File: config.mk
export PLATFORM = sky130hd
export DESIGN_NAME = mips_multicycle_ctrl
export DESIGN_NICKNAME = d
export VERILOG_FILES = /design/src/rtl/mips_pkg.sv /design/src/rtl/mips_main_decoder.sv /design/src/rtl/mips_multicycle_ctrl.sv
export SDC_FILE = /design/constraint.sdc
export NUM_CORES = 1
export LEC_CHECK = 0
export ABC_AREA = 1
export CAP_MARGIN = 20
export CORE_AREA = 4 4 47 49
export DETAILED_ROUTE_END_ITERATION = 7
export DIE_AREA = 0 0 51 53
export PLACE_DENSITY_LB_ADDON = 0.1
export SYNTH_ARGS = -nofsm -noshare
export SYNTH_HDL_FRONTEND = slang
export SYNTH_SLANG_ARGS = --single-unit
File: constraint.sdc
create_clock -name clk -period 1.58 [get_ports clk]
set_input_delay 0.474 -clock clk [delete_from_list [all_inputs] [get_ports clk]]
set_output_delay 0.474 -clock clk [all_outputs]
set_load 0.02 [all_outputs]
File: src/rtl/mips_pkg.sv
`default_nettype none
// +----------------------------------------------------------------------------+
// | Module   : mips_pkg                                                        |
// | Purpose  : Shared opcode/funct constants, FSM state and mux encodings.     |
// | Revision : 1.0                                                             |
// +----------------------------------------------------------------------------+
package mips_pkg;

  localparam logic [5:0] c_op_rtype = 6'b000000;
  localparam logic [5:0] c_op_lw    = 6'b100011;
  localparam logic [5:0] c_op_sw    = 6'b101011;
  localparam logic [5:0] c_op_beq   = 6'b000100;
  localparam logic [5:0] c_op_j     = 6'b000010;

  localparam logic [5:0] c_jr_funct_default     = 6'b001000;
  localparam logic [5:0] c_addiu_opcode_default = 6'b001001;

  typedef enum logic [3:0] {
    ST_IDLE     = 4'd0,
    ST_FETCH    = 4'd1,
    ST_DECODE   = 4'd2,
    ST_EXEC_R   = 4'd3,
    ST_R_WB     = 4'd4,
    ST_MEM_ADDR = 4'd5,
    ST_MEM_RD   = 4'd6,
    ST_LW_WB    = 4'd7,
    ST_MEM_WR   = 4'd8,
    ST_ADDI_EX  = 4'd9,
    ST_ADDI_WB  = 4'd10,
    ST_BRANCH   = 4'd11,
    ST_JUMP     = 4'd12,
    ST_HALT     = 4'd13
  } state_t;

  typedef enum logic [1:0] {
    ALU_ADD   = 2'b00,
    ALU_SUB   = 2'b01,
    ALU_FUNCT = 2'b10
  } alu_op_t;

  typedef enum logic [1:0] {
    PC_ALU    = 2'b00,
    PC_ALUOUT = 2'b01,
    PC_JUMP   = 2'b10,
    PC_REG_A  = 2'b11
  } pc_source_t;

  typedef enum logic [1:0] {
    SRCB_B        = 2'b00,
    SRCB_FOUR     = 2'b01,
    SRCB_IMM      = 2'b10,
    SRCB_IMM_SHL2 = 2'b11
  } alu_src_b_t;

endpackage

`default_nettype wire

File: src/rtl/mips_main_decoder.sv
`default_nettype none
// +----------------------------------------------------------------------------+
// | Module   : mips_main_decoder                                               |
// | Purpose  : Combinational opcode classifier used for DECODE/EXEC branching. |
// | Revision : 1.0                                                             |
// +----------------------------------------------------------------------------+
module mips_main_decoder
  import mips_pkg::*;
#(
  parameter logic [5:0] ADDIU_OPCODE = c_addiu_opcode_default
) (
  input  logic [5:0] opcode,
  output logic       is_r,
  output logic       is_lw,
  output logic       is_sw,
  output logic       is_beq,
  output logic       is_j,
  output logic       is_addiu,
  output logic       illegal
);

  assign is_r     = (opcode == c_op_rtype);
  assign is_lw    = (opcode == c_op_lw);
  assign is_sw    = (opcode == c_op_sw);
  assign is_beq   = (opcode == c_op_beq);
  assign is_j     = (opcode == c_op_j);
  assign is_addiu = (opcode == ADDIU_OPCODE);
  assign illegal  = !(is_r || is_lw || is_sw || is_beq || is_j || is_addiu);

endmodule

`default_nettype wire

File: src/rtl/mips_multicycle_ctrl.sv
`default_nettype none
// +----------------------------------------------------------------------------+
// | Module   : mips_multicycle_ctrl                                            |
// | Purpose  : Multi-cycle MIPS sequencer driving datapath selects and memory. |
// | Revision : 1.0                                                             |
// +----------------------------------------------------------------------------+
module mips_multicycle_ctrl
  import mips_pkg::*;
#(
  parameter logic [5:0] JR_FUNCT     = c_jr_funct_default,
  parameter logic [5:0] ADDIU_OPCODE = c_addiu_opcode_default
) (
  input  logic       clk,
  input  logic       reset_n,
  input  logic [5:0] instr_opcode,
  input  logic [5:0] instr_funct,
  input  logic       jr_target_zero,
  input  logic       waitrequest,
  output logic       mem_read,
  output logic       mem_write,
  output logic       iord,
  output logic       ir_write,
  output logic       pc_write,
  output logic       pc_write_cond,
  output logic [1:0] pc_source,
  output logic       alu_src_a,
  output logic [1:0] alu_src_b,
  output logic [1:0] alu_op,
  output logic       reg_dst,
  output logic       reg_write,
  output logic       mem_to_reg,
  output logic       illegal_opcode,
  output logic       active
);

  state_t r_state;

  logic w_is_r;
  logic w_is_lw;
  logic w_is_sw;
  logic w_is_beq;
  logic w_is_j;
  logic w_is_addiu;
  logic w_illegal;
  logic w_is_jr;

  mips_main_decoder #(
    .ADDIU_OPCODE (ADDIU_OPCODE)
  ) u_main_decoder (
    .opcode   (instr_opcode),
    .is_r     (w_is_r),
    .is_lw    (w_is_lw),
    .is_sw    (w_is_sw),
    .is_beq   (w_is_beq),
    .is_j     (w_is_j),
    .is_addiu (w_is_addiu),
    .illegal  (w_illegal)
  );

  assign w_is_jr = (instr_funct == JR_FUNCT);

  always_ff @(posedge clk or negedge reset_n) begin
    if (!reset_n) begin
      r_state <= ST_IDLE;
    end else begin
      case (r_state)
        ST_IDLE:     r_state <= ST_FETCH;
        ST_FETCH:    if (!waitrequest) r_state <= ST_DECODE;
        ST_DECODE: begin
          if (w_is_r)                  r_state <= ST_EXEC_R;
          else if (w_is_lw || w_is_sw) r_state <= ST_MEM_ADDR;
          else if (w_is_addiu)         r_state <= ST_ADDI_EX;
          else if (w_is_beq)           r_state <= ST_BRANCH;
          else if (w_is_j)             r_state <= ST_JUMP;
          else                         r_state <= ST_FETCH;
        end
        ST_EXEC_R: begin
          if (w_is_jr) r_state <= jr_target_zero ? ST_HALT : ST_FETCH;
          else         r_state <= ST_R_WB;
        end
        ST_R_WB:     r_state <= ST_FETCH;
        ST_MEM_ADDR: r_state <= w_is_lw ? ST_MEM_RD : ST_MEM_WR;
        ST_MEM_RD:   if (!waitrequest) r_state <= ST_LW_WB;
        ST_LW_WB:    r_state <= ST_FETCH;
        ST_MEM_WR:   if (!waitrequest) r_state <= ST_FETCH;
        ST_ADDI_EX:  r_state <= ST_ADDI_WB;
        ST_ADDI_WB:  r_state <= ST_FETCH;
        ST_BRANCH:   r_state <= ST_FETCH;
        ST_JUMP:     r_state <= ST_FETCH;
        ST_HALT:     r_state <= ST_HALT;
        default:     r_state <= ST_IDLE;
      endcase
    end
  end

  // Outputs decode straight from the state register so an async reset clears
  // any in-flight bus request in the same cycle.
  always_comb begin
    mem_read       = 1'b0;
    mem_write      = 1'b0;
    iord           = 1'b0;
    ir_write       = 1'b0;
    pc_write       = 1'b0;
    pc_write_cond  = 1'b0;
    pc_source      = PC_ALU;
    alu_src_a      = 1'b0;
    alu_src_b      = SRCB_B;
    alu_op         = ALU_ADD;
    reg_dst        = 1'b0;
    reg_write      = 1'b0;
    mem_to_reg     = 1'b0;
    illegal_opcode = 1'b0;
    active         = (r_state != ST_IDLE) && (r_state != ST_HALT);
    case (r_state)
      ST_FETCH: begin
        mem_read  = 1'b1;
        alu_src_b = SRCB_FOUR;
        ir_write  = !waitrequest;
        pc_write  = !waitrequest;
      end
      ST_DECODE: begin
        alu_src_b      = SRCB_IMM_SHL2;
        illegal_opcode = w_illegal;
      end
      ST_EXEC_R: begin
        if (w_is_jr) begin
          pc_write  = 1'b1;
          pc_source = PC_REG_A;
        end else begin
          alu_src_a = 1'b1;
          alu_op    = ALU_FUNCT;
        end
      end
      ST_R_WB: begin
        reg_write = 1'b1;
        reg_dst   = 1'b1;
      end
      ST_MEM_ADDR, ST_ADDI_EX: begin
        alu_src_a = 1'b1;
        alu_src_b = SRCB_IMM;
      end
      ST_MEM_RD: begin
        mem_read = 1'b1;
        iord     = 1'b1;
      end
      ST_LW_WB: begin
        reg_write  = 1'b1;
        mem_to_reg = 1'b1;
      end
      ST_MEM_WR: begin
        mem_write = 1'b1;
        iord      = 1'b1;
      end
      ST_ADDI_WB: begin
        reg_write = 1'b1;
      end
      ST_BRANCH: begin
        alu_src_a     = 1'b1;
        alu_op        = ALU_SUB;
        pc_write_cond = 1'b1;
        pc_source     = PC_ALUOUT;
      end
      ST_JUMP: begin
        pc_write  = 1'b1;
        pc_source = PC_JUMP;
      end
      default: ;
    endcase
  end

endmodule

`default_nettype wire

* After elaboration in Yosys (flattened, before gate mapping) *
Cells that the tools add are included.

cells by class
  div/mod/pow operators = 0
  add/sub/neg operators = 0
  mux-type cells = 30
  $mul = 0
  shifts and indexed selects = 0
  $lt $le $gt $ge = 0
  bitwise logic cells = 0
  reductions and logical operators = 19
  equal/unequal tests = 23

operators by type and width
  kind                                                                   count
  4-bit 2-to-1 mux                                                       11
  4-bit case mux with 9 select lines                                     1
  4-bit equality test, second input constant                             6
  4-bit by 3-bit equality test with 1-bit output, second input constant  4
  6-bit by 4-bit equality test with 1-bit output, second input constant  2
  6-bit equality test, second input constant                             2
  2-bit case mux with 3 select lines                                     2
  1-bit 2-to-1 mux                                                       11
  4-bit by 2-bit equality test with 1-bit output, second input constant  2
  6-bit by 2-bit equality test with 1-bit output, second input constant  1
  6-bit by 3-bit equality test with 1-bit output, second input constant  1
  6-bit logical NOT                                                      1
  1-bit logical OR                                                       6
  2-bit inequality test, second input constant                           3
  2-bit OR reduction                                                     3
  3-bit OR reduction                                                     2
  6-bit OR reduction                                                     1
  4-bit by 1-bit equality test with 1-bit output, second input constant  1
  4-bit logical NOT                                                      1
  2-bit 2-to-1 mux                                                       2
  4-bit inequality test, second input constant                           1
  2-bit case mux with 2 select lines                                     1
  4-bit nonzero test                                                     1
  1-bit case mux with 3 select lines                                     1
  other kinds (4)                                                        5

word-level totals
  RAM bits = 0
  word-level logic and storage cells = 73
  bits in read-only memories = 0
  memories = 0
  output and inout port bits = 18
  flip-flop bits (word level) = 4
  latch bits = 0
  input bits = 16

* Logic depth before layout (Yosys ltp) *
Gate-level depths: netlist (run 1).

  depth after elaboration = 8
  mapped depth = 9
  gate-level depth less buffers = 8

* Cells and area by module *
A second synthesis (run 1) with hierarchy kept.

second synthesis, totals
  cells, all modules = 139
  area, all modules = 711.9 um^2

by module, submodules not included
  module                times used  cells each  seq. area each (um^2)  area each (um^2)
  mips_multicycle_ctrl  1           107         100.1                  580.6
  mips_main_decoder     1           32          0.0                    131.4

* Least setup slack after synthesis (run 1) *
OpenSTA, ideal clock, no wires.

  path kind = reg2out
  from = reg r_state[3]
  to = out reg_write
  stages on the path, launching flop included = 6
  data required time = 1.106 ns
  slack = -0.309 ns
  path buffers = 0
  data arrival time = 1.415 ns
  cells stage by stage = dfrtp_1 -> inv_2 -> nand2_1 -> nor3_1 -> nor2_1 -> o21ai_0

on the way
  longest elaborated chain between the ends = 3
  elaborated cells on any way between the ends = 5
  those cells by class = eq/ne (3); mux (1); reduce/logical (1)

ends and longest elaborated chain
  item                                                                                          RTL line                     source
  start, declared                                                                               mips_multicycle_ctrl.sv:36   state_t r_state;
  start signal, assigned                                                                        mips_multicycle_ctrl.sv:78   if (w_is_jr) r_state <= jr_target_zero ? ST_HALT : ST_FETCH;
  start signal, assigned                                                                        mips_multicycle_ctrl.sv:82   ST_MEM_ADDR: r_state <= w_is_lw ? ST_MEM_RD : ST_MEM_WR;
  4-bit by 3-bit equality test with 1-bit output / 4-bit equality test (equally long branches)  mips_multicycle_ctrl.sv:114  case (r_state)
  3-bit OR reduction (no source line) *                                                         n/a
  1-bit 2-to-1 mux *                                                                            mips_multicycle_ctrl.sv:114
  end, declared                                                                                 mips_multicycle_ctrl.sv:30   output logic reg_write,

Mark *: on every way between the ends. The rest lies on a longest branch, timed or not.

* Worst setup path in the final report (run 1) *
  from = reg r_state[3]
  to = out active

on the way
  longest elaborated chain between the ends = 2
  elaborated cells on any way between the ends = 3
  those cells by class = eq/ne (1); reduce/logical (2)

ends and longest elaborated chain
  item                                                                RTL line                     source
  4-bit inequality test / 4-bit nonzero test (equally long branches)  mips_multicycle_ctrl.sv:113  active = (r_state != ST_IDLE) && (r_state != ST_HALT);
  1-bit logical AND *                                                 mips_multicycle_ctrl.sv:113
  end, declared                                                       mips_multicycle_ctrl.sv:33   output logic active

Marks and branches as above.

==> results of run 1 <==
==> area by class of cell <==
cell class	instances	share of cell area
clock buffers	4	0.0168
inverters	24	0.0608
multi-input cells	97	0.395
flip-flops and latches	4	0.0665
well taps	27	0.0216
repair buffers	80	0.440
==> power by group through the flow <==
stage          clock network [mW]  logic, mW  registers (mW)
2_1_floorplan                   0      0.700           0.187
3_3_place_gp                    0       1.31           0.201
3_5_place_dp                    0       1.32           0.202
4_1_cts                     0.152       1.45           0.204
5_1_grt                     0.162       1.78           0.231
6_report                    0.152       1.68           0.224
==> cell families (layout without fill, tap and decap cells) <==
| logic type | count (synthesis) | count (layout) | share of synthesized area |
|---|---|---|---|
| flops | 4 | 4 | 0.155 |
| compound gates | 6 | 6 | 0.0524 |
| simple gates | 91 | 91 | 0.629 |
| buf+inv | 26 | 108 | 0.163 |
==> Yosys cell counts (all sizes together) <==
| master | n |
|---|---|
| nor3 | 2 |
| nor2 | 33 |
| or2 | 1 |
| o21ai | 3 |
| buf | 2 |
| dfrtp | 4 |
| nand2 | 39 |
| a21oi | 3 |
| nand4 | 1 |
| inv | 24 |
| nand3 | 15 |
==> critical path: cells and delay by family, from the launching register on <==
| kind | cells | cell delay (ps) |
|---|---|---|
| compound gates | 1 | 170 |
| flops | 1 | 450 |
| simple gates | 2 | 80 |
| buf+inv | 4 | 510 |
==> what timing repair did <==
item	CTS	global route
pin swaps	11	14
setup endpoints to repair	18	19
hold buffers	0	0
resized for setup	139	48
buffers inserted	11	7
==> per-layer routing <==
metal  routed length [um]  up-vias  global-route usage
met2                 1800       39               0.461
li1                     -      546                   -
met4                  128        0               0.108
met5                    0        -                   0
met1                 1140      530               0.199
met3                  103       14              0.0225
==> worst max path at each step <==
stage	from	to	slack, ps	cells past startpoint
2_1_floorplan	r_state[3]	reg_write	-50	5
3_3_place_gp	instr_opcode[5]	illegal_opcode	-930	6
3_5_place_dp	instr_opcode[2]	illegal_opcode	-950	6
4_1_cts	r_state[3]	pc_write	-300	7
5_1_grt	r_state[2]	active	-420	7
6_report	r_state[3]	active	-370	7
==> stage by stage <==
step | setup TNS, ps | instances | cell area (um^2) | worst slack, ps
after global placement | -10670 | 215 | 1270 | -933
final | -4220 | 236 | 1560 | -368
after global routing | -5220 | 236 | 1560 | -418
after CTS | -3790 | 230 | 1450 | -305
after detailed placement | -10740 | 215 | 1270 | -950
after floorplan | -77.7 | 127 | 693 | -48.9
==> impl_metrics.tcl, run 1 <==
set metrics [dict create \
    rr_worst_depth 11 \
    grt_pass1_vias 1091 \
    syn_nets 143 \
    vias_per_cell 4.78 \
    path_cells "buf_6, nand2_4, buf_4, buf_6, nor2_4, a21oi_1, buf_4" \
    drive_gt1_frac 0.617 \
    rows 16 \
    timing.critical_path.arrival_ps 1470 \
    switching_share 0.491 \
    gp_congestion 0.829 \
    slew_violations 0 \
    drt_wl_total_um 3170 \
    num_antenna_cells 0 \
    drt_first_pass_iters 4 \
    final_cell_mix "buf_4 (41), buf_6 (23), nand2_1 (19)" \
    power_mw 2.06 \
    cp-start-kind "flop" \
    synth-seq-cells 4 \
    grtUsageTotal 0.218 \
    die_height_um 53 \
    yosys.area.top_type_share 0.198 \
    fin_crit_sh 1.23 \
    ir_drop_mv 0.895 \
    rsz0062_at_grt "yes" \
    crit_type "reg2out" \
    cts-buffers-inserted 3 \
    coreArea_um2 1860 \
    fillers 119 \
    worst-path-max-fanout 4 \
    finalClockSkew_ps 9.90 \
    status "finished with violations" \
    synth_area_leader_cell "nand2_1" \
    regArea_um2 104 \
    cts_tree "built" \
    grt_overflow 0 \
    synth-seq-area-share 0.155 \
    critPathRequiredTime_ps 1110 \
    tightest_slew_ps 195 \
    p_seq_frac 0.109 \
    violations "setup timing" \
    clk_pin_slew_ps 50 \
    die_area_um2 2700 \
    cpPeakStageDelay_ps 450 \
    first_iter_violations 25 \
    setup_violations 18 \
    fmax_mhz 513 \
    grt_max_degree 8 \
    fin_hold_ws_ps 427 \
    hold_class "in2async" \
    synthTopCellsByArea "nand2_1 (20%), nor2_1 (18%), dfrtp_1 (16%), inv_1 (13%), nand3_1 (11%)" \
    p_leak_nw 0.884 \
    avgRoutedWirePerCell_um 13.4 \
    port_buffers 33 \
    antenna_found_initial 0 \
    rrSetupSlack_ps 40 \
    clock_power_share 0.074 \
    end_kind "output pin" \
    combPwrFrac 0.817 \
    multi_input_area_um2 617 \
    insertion_delay_ps 250 \
    vias 1129 \
    syn_to_final_growth_pct 143 \
    hpwl_um 1890 \
    power.density_nw_per_um2 1320 \
    slew_headroom 0.869 \
    top_regs "r_state (4)" \
    route.detailed.drc 0 \
    slowest_stage "dfrtp_2" \
    cts_max_path_buffers 2 \
    syn_area_um2 644 \
    p_sw_mw 1.01 \
    synth_cell_types 17 \
    ios 34 \
    top_register "r_state" \
    final_common_cell "buf_4" \
    yosysWarnings 0 \
    dieWidth_um 51 \
    fin_nets 226 \
    utilization 0.839 \
    r2r-start "r_state[0]" \
    fin_crit_ps 1950 \
    root_buffer "clkbuf_4" \
    worstReg2RegEnd "r_state[1]" \
    syn_avg_cell_area_um2 5.07 \
    h-tree-depth 1 \
    internal-power_mw 1.05 \
    hold_viol 0 \
    fin_ws_ps -368 \
    drtAntennaViolNets 0 \
    grt_pass1_wl_um 4440 \
    syn_inst 127 \
    initial_core_util 0.346 \
    clock_sinks 4 \
    largest_reg_flops 4 \
    max_cap_viol_count 0 \
]
(Power assumes the default switching activity.)
==> run 2: changes to the inputs <==
Settings changed: CTS_CLUSTER_DIAMETER set to 60, MAX_ROUTING_LAYER set to met4, SLEW_MARGIN set to 20.
==> run 2 against run 1 <==
  * The run still ends with setup timing left
  * First-iteration DRC count is 16% higher
  * Die area stayed put
  * Critical path depth stayed put
  * Global-route usage is 2.8 points higher
  * Critical path type unchanged
  * Largest power group unchanged
==> impl_metrics.tcl, run 2 (synthesized netlist as in run 1, its figures left out) <==
set metrics [dict create \
    grt_pass1_vias 1190 \
    fin_crit_sh 1.22 \
    ir_drop_mv 1.02 \
    violations "setup timing" \
    worst-path-max-fanout 4 \
    route.detailed.drc 0 \
    die_area_um2 2700 \
    rrSetupSlack_ps 10 \
    crit_type "reg2out" \
    finalClockSkew_ps 17.6 \
    antenna_found_initial 0 \
    drt_wl_total_um 3590 \
    die_height_um 53 \
    fillers 113 \
    cts-buffers-inserted 3 \
    initial_core_util 0.346 \
    timing.critical_path.arrival_ps 1450 \
    cpPeakStageDelay_ps 430 \
    syn_to_final_growth_pct 151 \
    final_cell_mix "buf_4 (47), buf_6 (24), nand2_2 (19)" \
    critPathBufInv 3 \
    stdcell_area_um2 1620 \
    fin_crit_ps 1930 \
    rsz0062_at_grt "yes" \
    insertion_delay_ps 260 \
    fin_cells 239 \
    slew_headroom 0.863 \
    cts_tree "built" \
    first_iter_violations 29 \
    hold_viol 0 \
    clk_pin_slew_ps 50 \
    clock_sinks 4 \
    drt_first_pass_iters 4 \
    avgRoutedWirePerCell_um 15.0 \
    root_buffer "clkbuf_4" \
    cp-start-kind "flop" \
    top_register "r_state" \
    path_cells "inv_2, nand2_4, nor2_4, nand3_2, buf_4, nand2_1, buf_6" \
    fin_ws_ps -348 \
    largest_reg_flops 4 \
    critPathRequiredTime_ps 1110 \
    final_common_cell "buf_4" \
    fin_nets 229 \
    crit_family "flip-flops" \
    grt_max_degree 8 \
    multi_input_area_um2 646 \
    hold_buffers 0 \
    dieWidth_um 51 \
    slew_violations 0 \
    slowest_stage "dfrtp_1" \
    gp_congestion 0.839 \
    drtAntennaViolNets 0 \
    p_sw_mw 1.06 \
    port_buffers 33 \
    top_regs "r_state (4)" \
    worstReg2RegEnd "r_state[1]" \
    r2r-start "r_state[3]" \
    hpwl_um 1990 \
    clock_power_share 0.072 \
    fmax_mhz 519 \
    vias 1195 \
    max_cap_viol_count 0 \
    end_kind "output pin" \
    p_leak_nw 0.876 \
    num_antenna_cells 0 \
    status "finished with violations" \
    place_inst 214 \
    hold_class "in2async" \
    grtUsageTotal 0.246 \
    ios 34 \
    tightest_slew_ps 205 \
    internal-power_mw 1.08 \
    drive_gt1_frac 0.684 \
    utilization 0.870 \
    combPwrFrac 0.821 \
    coreArea_um2 1860 \
    setup_violations 18 \
    vias_per_cell 5.00 \
    cts_max_path_buffers 2 \
    place_area_um2 1260 \
    switching_share 0.496 \
    power.density_nw_per_um2 1320 \
    rows 16 \
    h-tree-depth 1 \
    grt_pass1_wl_um 4820 \
    p_seq_frac 0.107 \
    regArea_um2 103 \
    rr_worst_depth 10 \
    grt_overflow 0 \
]
==> run 2: cell count changes in the layout (fill, tap and decap cells not counted), sizes merged <==
| cell | previous run | this run |
|---|---|---|
| dlymetal6s2s | 1 | 0 |
| buf | 67 | 74 |
| clkbuf | 8 | 4 |
| clkdlybuf4s50 | 2 | 3 |
==> run 2: per-layer routing <==
layer | up-vias | share of wire | GRT usage
li1 | 557 | - | -
met1 | 570 | 0.35 | 0.239
met2 | 55 | 0.57 | 0.489
met3 | 13 | 0.048 | 0.0254
met4 | 0 | 0.035 | 0.108
met5 | - | 0 | -
==> run 2: power groups by stage <==
stage	registers [mW]	logic (mW)	clock network, mW
2_1_floorplan	0.187	0.700	0
3_3_place_gp	0.201	1.30	0
3_5_place_dp	0.204	1.32	0
4_1_cts	0.224	1.55	0.153
5_1_grt	0.237	1.87	0.157
6_report	0.229	1.76	0.154
==> run 2: what timing repair did <==
item | in CTS | in global routing
endpoints found under the setup margin | 18 | 21
pin swaps | 17 | 20
endpoints found under the hold margin | 0 | 0
setup buffers | 18 | 5
gates resized for setup | 163 | 45
==> run 2: worst max path at each step <==
stage          cells past startpoint              to       startpoint
6_report                           7    pc_source[0]       r_state[3]
5_1_grt                            7    pc_source[0]       r_state[3]
4_1_cts                            7        pc_write       r_state[3]
3_5_place_dp                       7        pc_write   instr_funct[3]
3_3_place_gp                       6  illegal_opcode  instr_opcode[5]
2_1_floorplan                      5       reg_write       r_state[3]
==> run 2: stage by stage <==
stage	setup TNS, ps	hold slack (ps)	worst slack, ps	power, mW
CTS	-4010	423	-311	1.93
global route	-5360	434	-397	2.26
detailed placement	-11190	692	-980	1.52
finish	-4540	418	-348	2.14
global placement	-10630	680	-933	1.50
floorplan	-77.7	178	-48.9	0.887
==> run 2: area by class of cell <==
type                            instances  share of cell area
Timing Repair Buffer                   83               0.445
Multi-Input combinational cell         97               0.399
Sequential cell                         4              0.0634
Inverter                               24              0.0556
Tap cell                               27              0.0209
Clock buffer                            4              0.0162
==> run 3: changes to the inputs <==
Settings changed: PLACE_DENSITY_LB_ADDON 0.1 to 0.25, SKIP_CTS_REPAIR_TIMING set to 1.
==> run 3 against run 2 <==
  * The flow still finishes with violations (setup timing)
  * Non-clock buffer count decreased by 20
  * Clock power down 12%
  * Power decreased by 16%
  * Hold slack gained 18 ps
  * Global-route usage is 8.1 points lower
  * Cell count shrank 8.4%
  * Final area down 14%
  * Sequential share of layout area is 1.0 points higher
  * Utilization is 12 points lower
  * Wire length down 34%
  * Clock skew down 14 ps
  * First-iteration DRC count fell by 55%
  * Largest power group unchanged
  * Highest routed layer is now met3
==> impl_metrics.tcl, run 3 (synthesized netlist as in run 1, its figures left out) <==
set metrics [dict create \
    drtAntennaViolNets 0 \
    syn_to_final_growth_pct 117 \
    vias_per_cell 4.50 \
    insertion_delay_ps 230 \
    fin_hold_ws_ps 436 \
    top_register "r_state" \
    num_antenna_cells 0 \
    grt_overflow 0 \
    final_common_cell "buf_4" \
    ios 34 \
    fin_crit_ps 1850 \
    final_cell_mix "buf_4 (34), nand2_1 (29), nor2_1 (22)" \
    largest_reg_flops 4 \
    initial_core_util 0.346 \
    timing.critical_path.arrival_ps 1370 \
    die_area_um2 2700 \
    slew_violations 0 \
    hold_class "in2async" \
    max_cap_viol_count 0 \
    cts-buffers-inserted 3 \
    drive_gt1_frac 0.443 \
    grt_pass1_wl_um 3440 \
    route.detailed.drc 0 \
    finalClockSkew_ps 3.94 \
    drt_first_pass_iters 4 \
    clk_pin_slew_ps 40 \
    utilization 0.749 \
    critPathRequiredTime_ps 1110 \
    power.density_nw_per_um2 1290 \
    drt_wl_total_um 2380 \
    rows 16 \
    violations "setup timing" \
    fin_ws_ps -267 \
    p_leak_nw 0.890 \
    h-tree-depth 1 \
    root_buffer "clkbuf_4" \
    hpwl_um 1960 \
    cp-start-kind "flop" \
    fin_crit_sh 1.17 \
    gp_congestion 0.843 \
    status "finished with violations" \
    cts_tree "built" \
    fin_nets 209 \
    antenna_found_initial 0 \
    setup_violations 18 \
    die_height_um 53 \
    first_iter_violations 13 \
    tightest_slew_ps 227 \
    avgRoutedWirePerCell_um 10.9 \
    grt_pass1_vias 900 \
    grtUsageTotal 0.165 \
    ir_drop_mv 0.704 \
    port_buffers 33 \
    top_regs "r_state (4)" \
    setup-tns-final_ps -3220 \
    crit_type "reg2out" \
    cts_max_path_buffers 2 \
    coreArea_um2 1860 \
    end_kind "output pin" \
    clock_sinks 4 \
    rsz0062_at_grt "yes" \
    rrSetupSlack_ps 260 \
    slew_headroom 0.848 \
    worst-path-max-fanout 7 \
    fmax_mhz 542 \
    pre_cts_ws_ps -982 \
    vias 985 \
    grt_max_degree 8 \
    dieWidth_um 51 \
    hold_viol 0 \
]
run 3: changes by cell type in the layout (fill, tap and decap cells not counted), sizes merged:
cell / change
buf: -28
dlymetal6s2s: +14
dlygate4sd2: -6
clkbuf: +1
clkdlybuf4s50: -1
run 3: layer usage:
| layer | share of wire | track usage |
|---|---|---|
| met2 | 0.59 | 0.348 |
| met1 | 0.38 | 0.173 |
| met3 | 0.036 | 0 |
| met4 | 0 | 0.0269 |
| met5 | 0 | - |
run 3: worst max-delay path, stage by stage, from the launching register on:
cell	delay, ps
dfrtp_2	460
buf_4	150
nor2_2	40
nand2_1	70
nand2_2	50
or2_4	240
buf_6	130
run 3: area by class of cell:
type                            instances  area, um^2
Clock buffer                            4        26.3
Multi-Input combinational cell         97         552
Fill cell                             155         467
Inverter                               24        90.1
Sequential cell                         4         103
Timing Repair Buffer                   63         591
Tap cell                               27        33.8
run 3: final timing paths:
path,startpoint,to,cells past startpoint
worst max-delay path,r_state[1],pc_write,6
worst min-delay path,reset_n,r_state[2],1
worst max register to register,r_state[0],r_state[1],9
worst min register to register,r_state[0],r_state[1],5
max in group asynchronous,reset_n,r_state[1],1
min in group clk,waitrequest,r_state[1],4
run 3: power breakdown:
part,leakage [nW],total (mW),switching (mW),internal (mW)
Combinational,0.826,1.44,0.759,0.684
Sequential,0.0492,0.219,0.0741,0.144
Clock,0.0150,0.136,0.0416,0.0948
run 3: per-stage QoR:
step / instance area (um^2) / power, mW / instances
after global routing: 1400 / 1.94 / 219
after global placement: 1240 / 1.50 / 211
after detailed placement: 1240 / 1.52 / 211
final: 1400 / 1.80 / 219
after CTS: 1260 / 1.67 / 215
after floorplan: 693 / 0.887 / 127
